[config.mk]
export PLATFORM = sky130hd
export DESIGN_NAME = dtack_wait_gen
export DESIGN_NICKNAME = d
export VERILOG_FILES = /design/src/rtl/dtack_wait_gen.sv
export SDC_FILE = /design/constraint.sdc
export NUM_CORES = 1
export LEC_CHECK = 0
export ABC_CLOCK_PERIOD_IN_PS = 2100
export BUFFER_PORTS_ARGS = -buffer_cell sky130_fd_sc_hd__buf_2
export CAP_MARGIN = 10
export CORE_MARGIN = 2
export CORE_UTILIZATION = 40
export DETAILED_ROUTE_END_ITERATION = 16
export GPL_ROUTABILITY_DRIVEN = 0
export GPL_TIMING_DRIVEN = 0
export PLACE_DENSITY = 0.64
export SLEW_MARGIN = 20
export SYNTH_ARGS = -nofsm -noshare
export SYNTH_HDL_FRONTEND = slang
export SYNTH_SLANG_ARGS = --single-unit
[constraint.sdc]
create_clock -name CLK_68KCLK -period 2.1 [get_ports CLK_68KCLK]
set_clock_uncertainty 0.2 [all_clocks]
set_input_delay 0.315 -clock CLK_68KCLK [delete_from_list [all_inputs] [get_ports CLK_68KCLK]]
set_output_delay 0.315 -clock CLK_68KCLK [all_outputs]
set_load 0.02 [all_outputs]
[src/rtl/dtack_wait_gen.sv]
// 68k DTACK wait-state generator: prioritised zone decode, per-zone wait counts,
// optional external-ready handshake and a bus-error timeout on stalled handshakes.
module dtack_wait_gen #(
  parameter int NZONES  = 6,
  parameter int CNT_W   = 4,
  parameter int TMO_W   = 6,
  parameter int TIMEOUT = 48
) (
  input  logic                    CLK_68KCLK,
  input  logic                    nRESET,
  input  logic                    nAS,
  input  logic [NZONES-1:0]       nZONE,
  input  logic [NZONES*CNT_W-1:0] WAIT_CFG,
  input  logic [NZONES-1:0]       EXT_EN,
  input  logic                    EXT_READY,
  output logic                    nDTACK,
  output logic                    nBERR,
  output logic [2:0]              ZONE_IDX,
  output logic                    BUSY
);

  typedef enum logic [2:0] {
    IDLE     = 3'd0,
    COUNT    = 3'd1,
    EXT_WAIT = 3'd2,
    ACK      = 3'd3,
    BERR     = 3'd4
  } state_t;

  // Index reported when no zone select is active (unmapped access).
  localparam logic [2:0]       NO_ZONE  = 3'(NZONES);
  localparam logic             TMO_EN   = (TIMEOUT != 0);
  localparam logic [TMO_W-1:0] TMO_LAST = TMO_W'(TIMEOUT - 1);
  localparam logic [TMO_W-1:0] TMO_MAX  = {TMO_W{1'b1}};

  state_t             state_r, state_s;
  logic [CNT_W-1:0]   cnt_r, cnt_s;
  logic [TMO_W-1:0]   tmo_r, tmo_s;
  logic               ext_r, ext_s;
  logic [2:0]         zone_r, zone_s;
  logic               ndtack_r, ndtack_s;
  logic               nberr_r, nberr_s;
  logic               busy_r, busy_s;

  logic [NZONES-1:0]  zone_low_s;
  logic [NZONES-1:0]  grant_s;
  logic [2:0]         sel_zone_s;
  logic [CNT_W-1:0]   sel_cnt_s;
  logic               sel_ext_s;
  logic               tmo_hit_s;

  // Zone decode: isolate the lowest active select and mux its configuration.
  always_comb begin
    zone_low_s = ~nZONE;
    grant_s    = zone_low_s & (~zone_low_s + NZONES'(1));
    sel_zone_s = (grant_s == '0) ? NO_ZONE : 3'd0;
    sel_cnt_s  = '0;
    sel_ext_s  = 1'b0;
    for (int i = 0; i < NZONES; i++) begin
      sel_zone_s = sel_zone_s | (grant_s[i] ? 3'(i) : 3'd0);
      sel_cnt_s  = sel_cnt_s | ({CNT_W{grant_s[i]}} & WAIT_CFG[i*CNT_W +: CNT_W]);
      sel_ext_s  = sel_ext_s | (grant_s[i] & EXT_EN[i]);
    end
  end

  assign tmo_hit_s = TMO_EN && (tmo_r == TMO_LAST);

  // Next-state logic; nAS high always returns to IDLE ahead of any other event.
  always_comb begin
    state_s = state_r;
    cnt_s   = cnt_r;
    tmo_s   = tmo_r;
    ext_s   = ext_r;
    zone_s  = zone_r;
    case (state_r)
      IDLE: begin
        if (!nAS) begin
          zone_s  = sel_zone_s;
          cnt_s   = sel_cnt_s;
          ext_s   = sel_ext_s;
          tmo_s   = '0;
          state_s = COUNT;
        end else begin
          state_s = IDLE;
        end
      end
      COUNT: begin
        if (nAS) begin
          state_s = IDLE;
        end else if (cnt_r != '0) begin
          cnt_s = cnt_r - CNT_W'(1);
        end else if (ext_r) begin
          tmo_s   = '0;
          state_s = EXT_WAIT;
        end else begin
          state_s = ACK;
        end
      end
      EXT_WAIT: begin
        if (nAS) begin
          state_s = IDLE;
        end else if (EXT_READY) begin
          state_s = ACK;
        end else if (tmo_hit_s) begin
          state_s = BERR;
        end else if (tmo_r != TMO_MAX) begin
          tmo_s = tmo_r + TMO_W'(1);
        end else begin
          tmo_s = tmo_r;
        end
      end
      ACK, BERR: begin
        if (nAS) begin
          state_s = IDLE;
        end else begin
          state_s = state_r;
        end
      end
      default: begin
        state_s = IDLE;
      end
    endcase
  end

  // Output decode from the next state so the pins are registered with the state.
  always_comb begin
    ndtack_s = (state_s != ACK);
    nberr_s  = (state_s != BERR);
    busy_s   = (state_s != IDLE);
  end

  // State and output registers.
  always_ff @(posedge CLK_68KCLK or negedge nRESET) begin
    if (!nRESET) begin
      state_r  <= IDLE;
      cnt_r    <= '0;
      tmo_r    <= '0;
      ext_r    <= 1'b0;
      zone_r   <= NO_ZONE;
      ndtack_r <= 1'b1;
      nberr_r  <= 1'b1;
      busy_r   <= 1'b0;
    end else begin
      state_r  <= state_s;
      cnt_r    <= cnt_s;
      tmo_r    <= tmo_s;
      ext_r    <= ext_s;
      zone_r   <= zone_s;
      ndtack_r <= ndtack_s;
      nberr_r  <= nberr_s;
      busy_r   <= busy_s;
    end
  end

  assign nDTACK   = ndtack_r;
  assign nBERR    = nberr_r;
  assign ZONE_IDX = zone_r;
  assign BUSY     = busy_r;

endmodule

Yosys cells after proc, flatten, opt, wreduce, memory -nomap -nowiden --
Cells that the tools add are included.
Word-level totals: bits in registers 20, bits in latches 0, memory bits (writable) 0, memory bits (read-only) 0, input bits 40, word-level logic and storage cells 97, memories 0
Operators by class: add/sub/neg operators 3, multipliers 0, div/mod/pow operators 0, $lt $le $gt $ge 0, equality and inequality tests 17, shift-type cells 0, multiplexer cells 28, bitwise logic cells 31, reductions and logical operators 10
Operators by type and width (count):
- 2-to-1 mux 6 bit | 8
- 2-to-1 mux 3 bit | 9
- AND 4 bit | 6
- bitwise OR 4 bit | 5
- inequality test 2 bit, second input constant | 9
- one-hot mux 6 bit (3 select lines) | 1
- adder 6 x 1 -> 6 bit, second input constant | 2
- 2-to-1 mux 4 bit | 3
- NOT 6 bit | 2
- one-hot mux 3 bit (4 select lines) | 1
- AND reduction 9 bit | 1
- one-hot mux 4 bit (2 select lines) | 1
- AND 1 bit | 6
- AND 6 bit | 1
- equality test 3 x 2 -> 1 bit, second input constant | 2
- equality test 6 bit, second input constant | 1
- zero test 6 bit | 1
- inequality test 6 bit, second input constant | 1
- bitwise OR 3 x 2 -> 3 bit | 2
- bitwise OR 3 bit | 2
- nonzero test 3 bit | 2
- bitwise OR 1 bit | 5
- 2-to-1 mux 2 bit | 2
- AND reduction 4 bit | 1
- 13 further kinds | 15

Longest topological paths before layout --
Gate-level depths: netlist of the first run.
depth in word-level cells 12, gate-level depth with buffers 6, gate-level depth less buffers 6

Least setup slack after synthesis of the first run --
Ideal clock, no wire load.
path kind flip-flop to flip-flop, start register cnt_r[0], end register tmo_r[0], setup time 0.118 ns, data arrival time 1.491 ns, data required time 1.782 ns, setup slack 0.291 ns, stages on the path, launching flop included 7, clock period less this slack 1.809 ns, cells stage by stage dfrtp_1 > inv_1 > ha_1 > nor3b_1 > nand3b_1 > a22o_2 > a21o_1
On the way: cells in the longest elaborated chain, start to end 3
Ends and longest elaborated chain:
- from (decl) | RTL line 37 | logic [CNT_W-1:0] cnt_r, cnt_s;
- from (signal assigned) | RTL line 145 | cnt_r <= cnt_s;
- nonzero test 4 bit | RTL line 90 | end else if (cnt_r != '0) begin
- inequality test 2 bit (no source line)
- AND reduction 9 bit (no source line)
- to (signal assigned) | RTL line 146 | tmo_r <= tmo_s;
- to (decl) | RTL line 38 | logic [TMO_W-1:0] tmo_r, tmo_s;
No other way between the ends. A chain may end at the register's enable or synchronous reset.

Worst setup path after layout of the first run --
start register state_r[1], end register cnt_r[0]
On the way: cells in the longest elaborated chain, start to end 3, elaborated cells between the ends (all ways) 8
Ends and longest elaborated chain:
- from (decl) | RTL line 36 | state_t state_r, state_s;
- from (signal assigned) | RTL line 144 | state_r <= state_s;
- equality test 3 x 1 -> 1 bit / zero test 3 bit (equally long branches) | RTL line 75 | case (state_r)
- inequality test 2 bit (no source line) / nonzero test 2 bit (equally long branches)
- AND reduction 4 bit (no source line)
Parallel ways exist; a longest one is shown, timed or not.

==> results.md, run 1 <==
- Postcts setup bufs: 0
- FP Rows: 21
- Asr flop ratio synth: 100.0%
- R2R Path Start: state_r[1]$_DFF_PN0_
- Fill count: 328
- CTS Buffer Depth: 2
- Total power: ~1.3 mW
- Initial cell density of the core: 41.73%
- Switching Fraction: around a third
- Core area: ~3300 um2
- Area growth from synthesis to layout: 25.52%
- Sequential area share after synthesis: approximately 36%
- Final hold violation count: 0
- Min-Delay Path Class: in -> reg
- Vias in the first global route: about 1.3k
- TritonCTS Buffers: 3
- #FFs+latches synth: 20
- Syn_nets: 202
- Unrepaired setup endpoints after global routing: false
- Post-layout net count: roughly 250
- Final setup margin: about 0.12 ns
- YS warnings: 0
- Setup WS pre-CTS: between 0.05 and 0.06 ns
- Hpwl dp: 2587 um
- Area share of the largest cell type after synthesis: between 20% and 30%
- CP required: roughly 2.1 ns
- Int Power: between 0.8 and 0.9 mW
- Comb power frac: between 30% and 40%
- DR vias: between 1k and 1.5k
- Tot GR Track Use: 17.14%
- Reg-to-Reg End: cnt_r[0]$_DFFE_PN0P_
- Cells after DPL: roughly 250
- I/O pin count: 46
- Die ar.: 3970 um2
- Startpoint types: flip-flop
- Slew @ Worst Pin: a little over 0.5 ns
- Arrival time worst endpoint: 1.96 ns
- Vias per cell: around 5.3
- Worst Setup End Kind: flip-flop
- DRT iter0 DRCs: 43
- Clk Latency, worst-skew pair: 0.30 ns
- First-pass GRT wire length: between 5000 and 6000 um
- Largest net degree at the start of global routing: 21
- Cell Area, Synth: about 1400 um2
- Share of cells above drive strength 1: around a third
- Final Cell Area: 1748 um2
- FF-to-FF setup slack: around 0.12 ns
- Clock transition at path regs: between 0.1 and 0.15 ns
- Clock Power Share: about a quarter
- Crit path to: cnt_r[0]$_DFFE_PN0P_
- Die Height: about 63 um
- Total leakage power: 0.7729 nW
- R2R cell count: 5
- Post-synth EDFFs: 0
- Max cap viols: 0
- Post-DRT Antenna Nets: 0
- DRC errors left: 0
- Overall routed net length: 3266 um
- Distinct cells, synth: between 40 and 50
- VDD IR-drop max: 0.3321 mV
- CTS H-tree depth: 1
- Peak fanout along the critical path: 10
- Period utilization: 94.36%
- Post-route non-filler standard cell count: 256
- Mean Syn Cell Area: 8.704 um2
- Max-slew violations: 0
- Synth Instances: 160
- Relative slew slack: 65.92%
- Antenna Cells: 0
- Area leader, netlist: dfrtp_1
- CTS tree: done
- Critical path class: reg -> reg
- Setup violations, final: 0
- Period minus WS final: around 2 ns
- Top cells by area, synth: dfrtp_1 (29%), dfstp_2 (7.5%), nand3b_1 (5.9%)
- Initial antenna violation count: 0
- Cell Pwr Density: about 770 nW/um2
- Status: completed
- Ys flop type: dfrtp_1
- DRT Pass-1 Iters: 4
- Die Wd: about 63 um
- # clock sinks: 20
- Crit path from: state_r[1]$_DFF_PN0_
- Fmax: just over 500 MHz
- Root buf cell: clkbuf_4
- Wire length per cell: ~13 um
- Port Buffers: 45
- GR Overflow Total: 0
- Power share of the sequential group: between 30 and 40%
- Switching Power: approximately 0.46 mW
- Placed Area: between 1500 and 2000 um2
- Setup TNS: 0 ns
==> cells in the mapped netlist, types with 3 or more instances <==
cell and instances:
nand3_1 6, clkbuf_1 4, dfrtp_1 16, nor2_1 14, a21oi_1 9, nand4_1 3
o22a_1 4, nand2_1 9, nand3b_1 11, o21ai_0 12, and3_1 3, a31oi_1 3
inv_1 9, nand2b_1 8, and2_1 3, dfstp_2 4, nor3b_1 4
==> cells in the final DEF, fill, tap and decap left out, drive strengths merged, types with 3 or more instances in the layout <==
master  count
or3         3
dfstp       4
nand2b      8
buf        48
nor3b       4
a31oi       3
nand2       9
and2        3
and3        3
a21oi      10
o21ai      12
nor4        3
nand3       6
nand3b     11
dfrtp      16
o22a        4
nand4       3
clkbuf      7
inv         9
nor2       14
==> metrics by stage <==
step / utilization [%] / hold WS (ns)
detailed placement: 50.21 / 0.09219
CTS: 52.08 / 0.1055
global route: 52.38 / 0.1170
floorplan: - / -0.1806
global placement: 50.21 / 0.08041
finish: 52.38 / 0.1066
==> final cells by class <==
type | count | area, um2 | area share (%)
multi-input cells | 124 | 827.0 | 47.32
flip-flops and latches | 20 | 505.5 | 28.92
repair buffers | 46 | 235.2 | 13.46
well taps | 46 | 57.56 | 3.293
plain buffers | 7 | 36.28 | 2.076
inverters | 9 | 33.78 | 1.933
clock inverters | 1 | 30.03 | 1.718
clock buffers | 3 | 22.52 | 1.288
==> timing repair <==
item / in CTS / in global routing
hold buffers: 1 / 0
gates resized for setup: 0 / 2
endpoints found under the setup margin: 0 / 10
hold endpoints to repair: 16 / 0
==> worst min path at each step <==
stage	startpoint	end	slack (ns)	cells past startpoint
after global routing	nAS	state_r[1]$_DFF_PN0_	0.12	2
after floorplan	nRESET	BUSY$_DFF_PN0_	-0.18	0
after global placement	nRESET	cnt_r[2]$_DFFE_PN0P_	0.08	1
after detailed placement	nRESET	cnt_r[2]$_DFFE_PN0P_	0.09	1
final	WAIT_CFG[3]	cnt_r[3]$_DFFE_PN0P_	0.11	3
after CTS	WAIT_CFG[3]	cnt_r[3]$_DFFE_PN0P_	0.11	3
==> registers in the layout (all words and copies together), names as in the netlist <==
| register | flops |
|---|---|
| tmo_r | 6 |
| cnt_r | 4 |
| ZONE_IDX | 3 |
| state_r | 3 |
| BUSY | 1 |
| ext_r | 1 |
| nBERR | 1 |
| nDTACK | 1 |
==> kinds of logic after synthesis <==
| group | synth area share [%] |
|---|---|
| buffers and inverters | 5.031 |
| AO/OA/AOI/OAI | 22.55 |
| multiplexers | 2.246 |
| AND/OR/NAND/NOR | 32.08 |
| flip-flops | 36.30 |
| adder cells (fa/ha/maj) | 1.797 |
==> critical path, cell delays in order, from the launching register on <==
cell,delay [ns]
dfrtp_1,0.40
buf_6,0.14
or3_4,0.40
a21oi_1,0.35
mux2i_1,0.25
o211ai_1,0.12
==> power groups by stage <==
stage / logic [mW] / clock network [mW] / registers (mW)
after floorplan: 0.329 / 0 / 0.538
after global placement: 0.475 / 0 / 0.523
after detailed placement: 0.496 / 0 / 0.528
after CTS: 0.499 / 0.331 / 0.522
after global routing: 0.559 / 0.345 / 0.537
final: 0.500 / 0.315 / 0.526
==> metal layers <==
layer  GRT usage [%]  wire length (um)  up-vias
met5               0                 0        -
met1           23.98              1615      634
met3           2.523               103        4
li1                -                 -      686
met2           27.39              1515       23
met4           5.000                32        0
No activity file was read; power rests on OpenSTA's default activity.
==> run 2, diff against run 1 <==
Settings changed: MAX_ROUTING_LAYER set to met4.
==> results.md, run 2 (synthesis gave the netlist of run 1 again) <==
- Status: completed
- FP Rows: 21
- Unrepaired setup endpoints after global routing: false
- VDD IR-drop max: roughly 0.33 mV
- Worst path slowest cell: dfrtp_1
- DRT Pass-1 Iters: 4
- Cell Pwr Density: 768.1 nW/um2
- Area growth from synthesis to layout: 25.52%
- Post-DRT Antenna Nets: 0
- Critical path class: reg -> reg
- Total leakage power: 0.7729 nW
- Final hold violation count: 0
- Post-route non-filler standard cell count: ~260
- CTS H-tree depth: 1
- Vias in the first global route: 1292
- # clock sinks: 20
- Biggest registers after layout: tmo_r (6), cnt_r (4)
- Port Buffers: 45
- Reg-to-Reg End: cnt_r[0]$_DFFE_PN0P_
- Tot GR Track Use: between 10% and 20%
- Core area: about 3300 um2
- Final Cell Area: 1748 um2
- Min-Delay Path Class: in -> reg
- DRT iter0 DRCs: 47
- DRC errors left: 0
- Die Height: 63.01 um
- R2R Path Start: state_r[1]$_DFF_PN0_
- Largest net degree at the start of global routing: 21
- Share of cells above drive strength 1: between 30% and 40%
- Vias per cell: ~5.3
- Worst Setup End Kind: flip-flop
- Commonest non-fill, non-tap cell in the layout: buf_2
- Cell-by-cell trace of the critical path: buf_6 -> or3_4 -> a21oi_1 -> mux2i_1 -> o211ai_1
- Max cap viols: 0
- Most flops, register: tmo_r
- Root buf cell: clkbuf_4
- Slew @ Worst Pin: just over 0.5 ns
- Relative slew slack: 66.18%
- TritonCTS Buffers: 3
- Setup TNS: 0 ns
- Startpoint types: flip-flop
- Period minus WS final: between 1.5 and 2 ns
- First-pass GRT wire length: 5582 um
- FF-to-FF setup slack: ~0.12 ns
- R2R cell count: 5
- Post-layout net count: between 200 and 300
- Hold Path Origin: WAIT_CFG[3]
- Max-slew violations: 0
- Placed Area: ~1700 um2
- Die ar.: slightly below 4000 um2
- Overall routed net length: approximately 3300 um
- CTS tree: done
- Hold Path Stages: 3
- GR Overflow Total: 0
- Total power: 1.343 mW
- Initial antenna violation count: 0
- Arrival time worst endpoint: about 2 ns
- Fmax: around 500 MHz
- Max incr delay on CP: ~0.40 ns
- Clk Latency, worst-skew pair: about 0.30 ns
- Worst hold margin: between 0.1 and 0.15 ns
- End of the worst hold path: cnt_r[3]$_DFFE_PN0P_
- Wire length per cell: about 13 um
- Most frequent cells in the layout: buf_2 (47), dfrtp_1 (16), nor2_1 (14), o21ai_0 (12), nand3b_1 (11)
- CTS Buffer Depth: 2
- Peak fanout along the critical path: 10
- Die Wd: 63.01 um
- Hpwl dp: between 2000 and 3000 um
- Antenna Cells: 0
- Initial cell density of the core: a little over two fifths
- Max FFs per register: 6
- CP required: around 2.1 ns
- Setup violations, final: 0
- I/O pin count: 46
- Cells after DPL: 251
- Crit path buffers/inverters: 1
- Clock transition at path regs: between 0.1 and 0.15 ns
- DR vias: around 1.4k
- Period utilization: ~94%
- Critical path's top delay family: compound AO/OA/AOI/OAI gates
==> run 2: cell counts in the layout (fill, tap and decap cells not counted) <==
Identical to the previous run, type by type.
==> run 2: through the flow <==
| step | worst slack, ns | utilization (%) |
|---|---|---|
| 2_1_floorplan | 0.2910 | - |
| 3_5_place_dp | 0.05398 | 50.21 |
| 6_report | 0.1194 | 52.38 |
| 5_1_grt | 0.02309 | 52.38 |
| 4_1_cts | 0.04797 | 52.08 |
| 3_3_place_gp | 0.09378 | 50.21 |
==> run 2: final cells by class <==
cell class	count	area [um2]
clock inverter	1	30.03
fill	328	1589
clock buffer	3	22.52
inverter	9	33.78
buffer	7	36.28
tap	46	57.56
multi-input combinational	124	827.0
timing repair buffer	46	235.2
sequential	20	505.5
==> run 2: metal layers <==
metal	up-vias	share of wire (%)	GRT usage [%]
met4	0	0.80	5.000
met2	30	46	27.39
met3	4	3.1	2.162
met1	637	50	24.20
met5	-	0	-
li1	685	-	-
==> run 2: worst max path at each step <==
stage | slack, ns | cells past startpoint | end | from
finish | 0.12 | 5 | cnt_r[0]$_DFFE_PN0P_ | state_r[1]$_DFF_PN0_
global route | 0.02 | 4 | tmo_r[1]$_DFFE_PN0P_ | state_r[2]$_DFF_PN0_
CTS | 0.05 | 6 | cnt_r[0]$_DFFE_PN0P_ | cnt_r[0]$_DFFE_PN0P_
detailed placement | 0.05 | 6 | cnt_r[0]$_DFFE_PN0P_ | cnt_r[0]$_DFFE_PN0P_
global placement | 0.09 | 6 | tmo_r[0]$_DFFE_PN0P_ | cnt_r[0]$_DFFE_PN0P_
floorplan | 0.29 | 6 | tmo_r[0]$_DFFE_PN0P_ | cnt_r[0]$_DFFE_PN0P_
==> run 2: timing repair <==
action                     CTS  global route
setup buffers                0             0
setup endpoints to repair    0            10
hold buffers                 1             0
gates resized for setup      0             2
hold endpoints to repair    16             0
==> run 2: where the power goes <==
part           switching (mW)  internal (mW)
clock network           0.124          0.193
logic                   0.275          0.224
registers              0.0598          0.466
total                   0.459          0.884
==> run 2: tightest hold or removal path, delay by kind of cell <==
family	cells	cell delay, ns
AO/OA/AOI/OAI	2	0.18
buffers and inverters	1	0.08
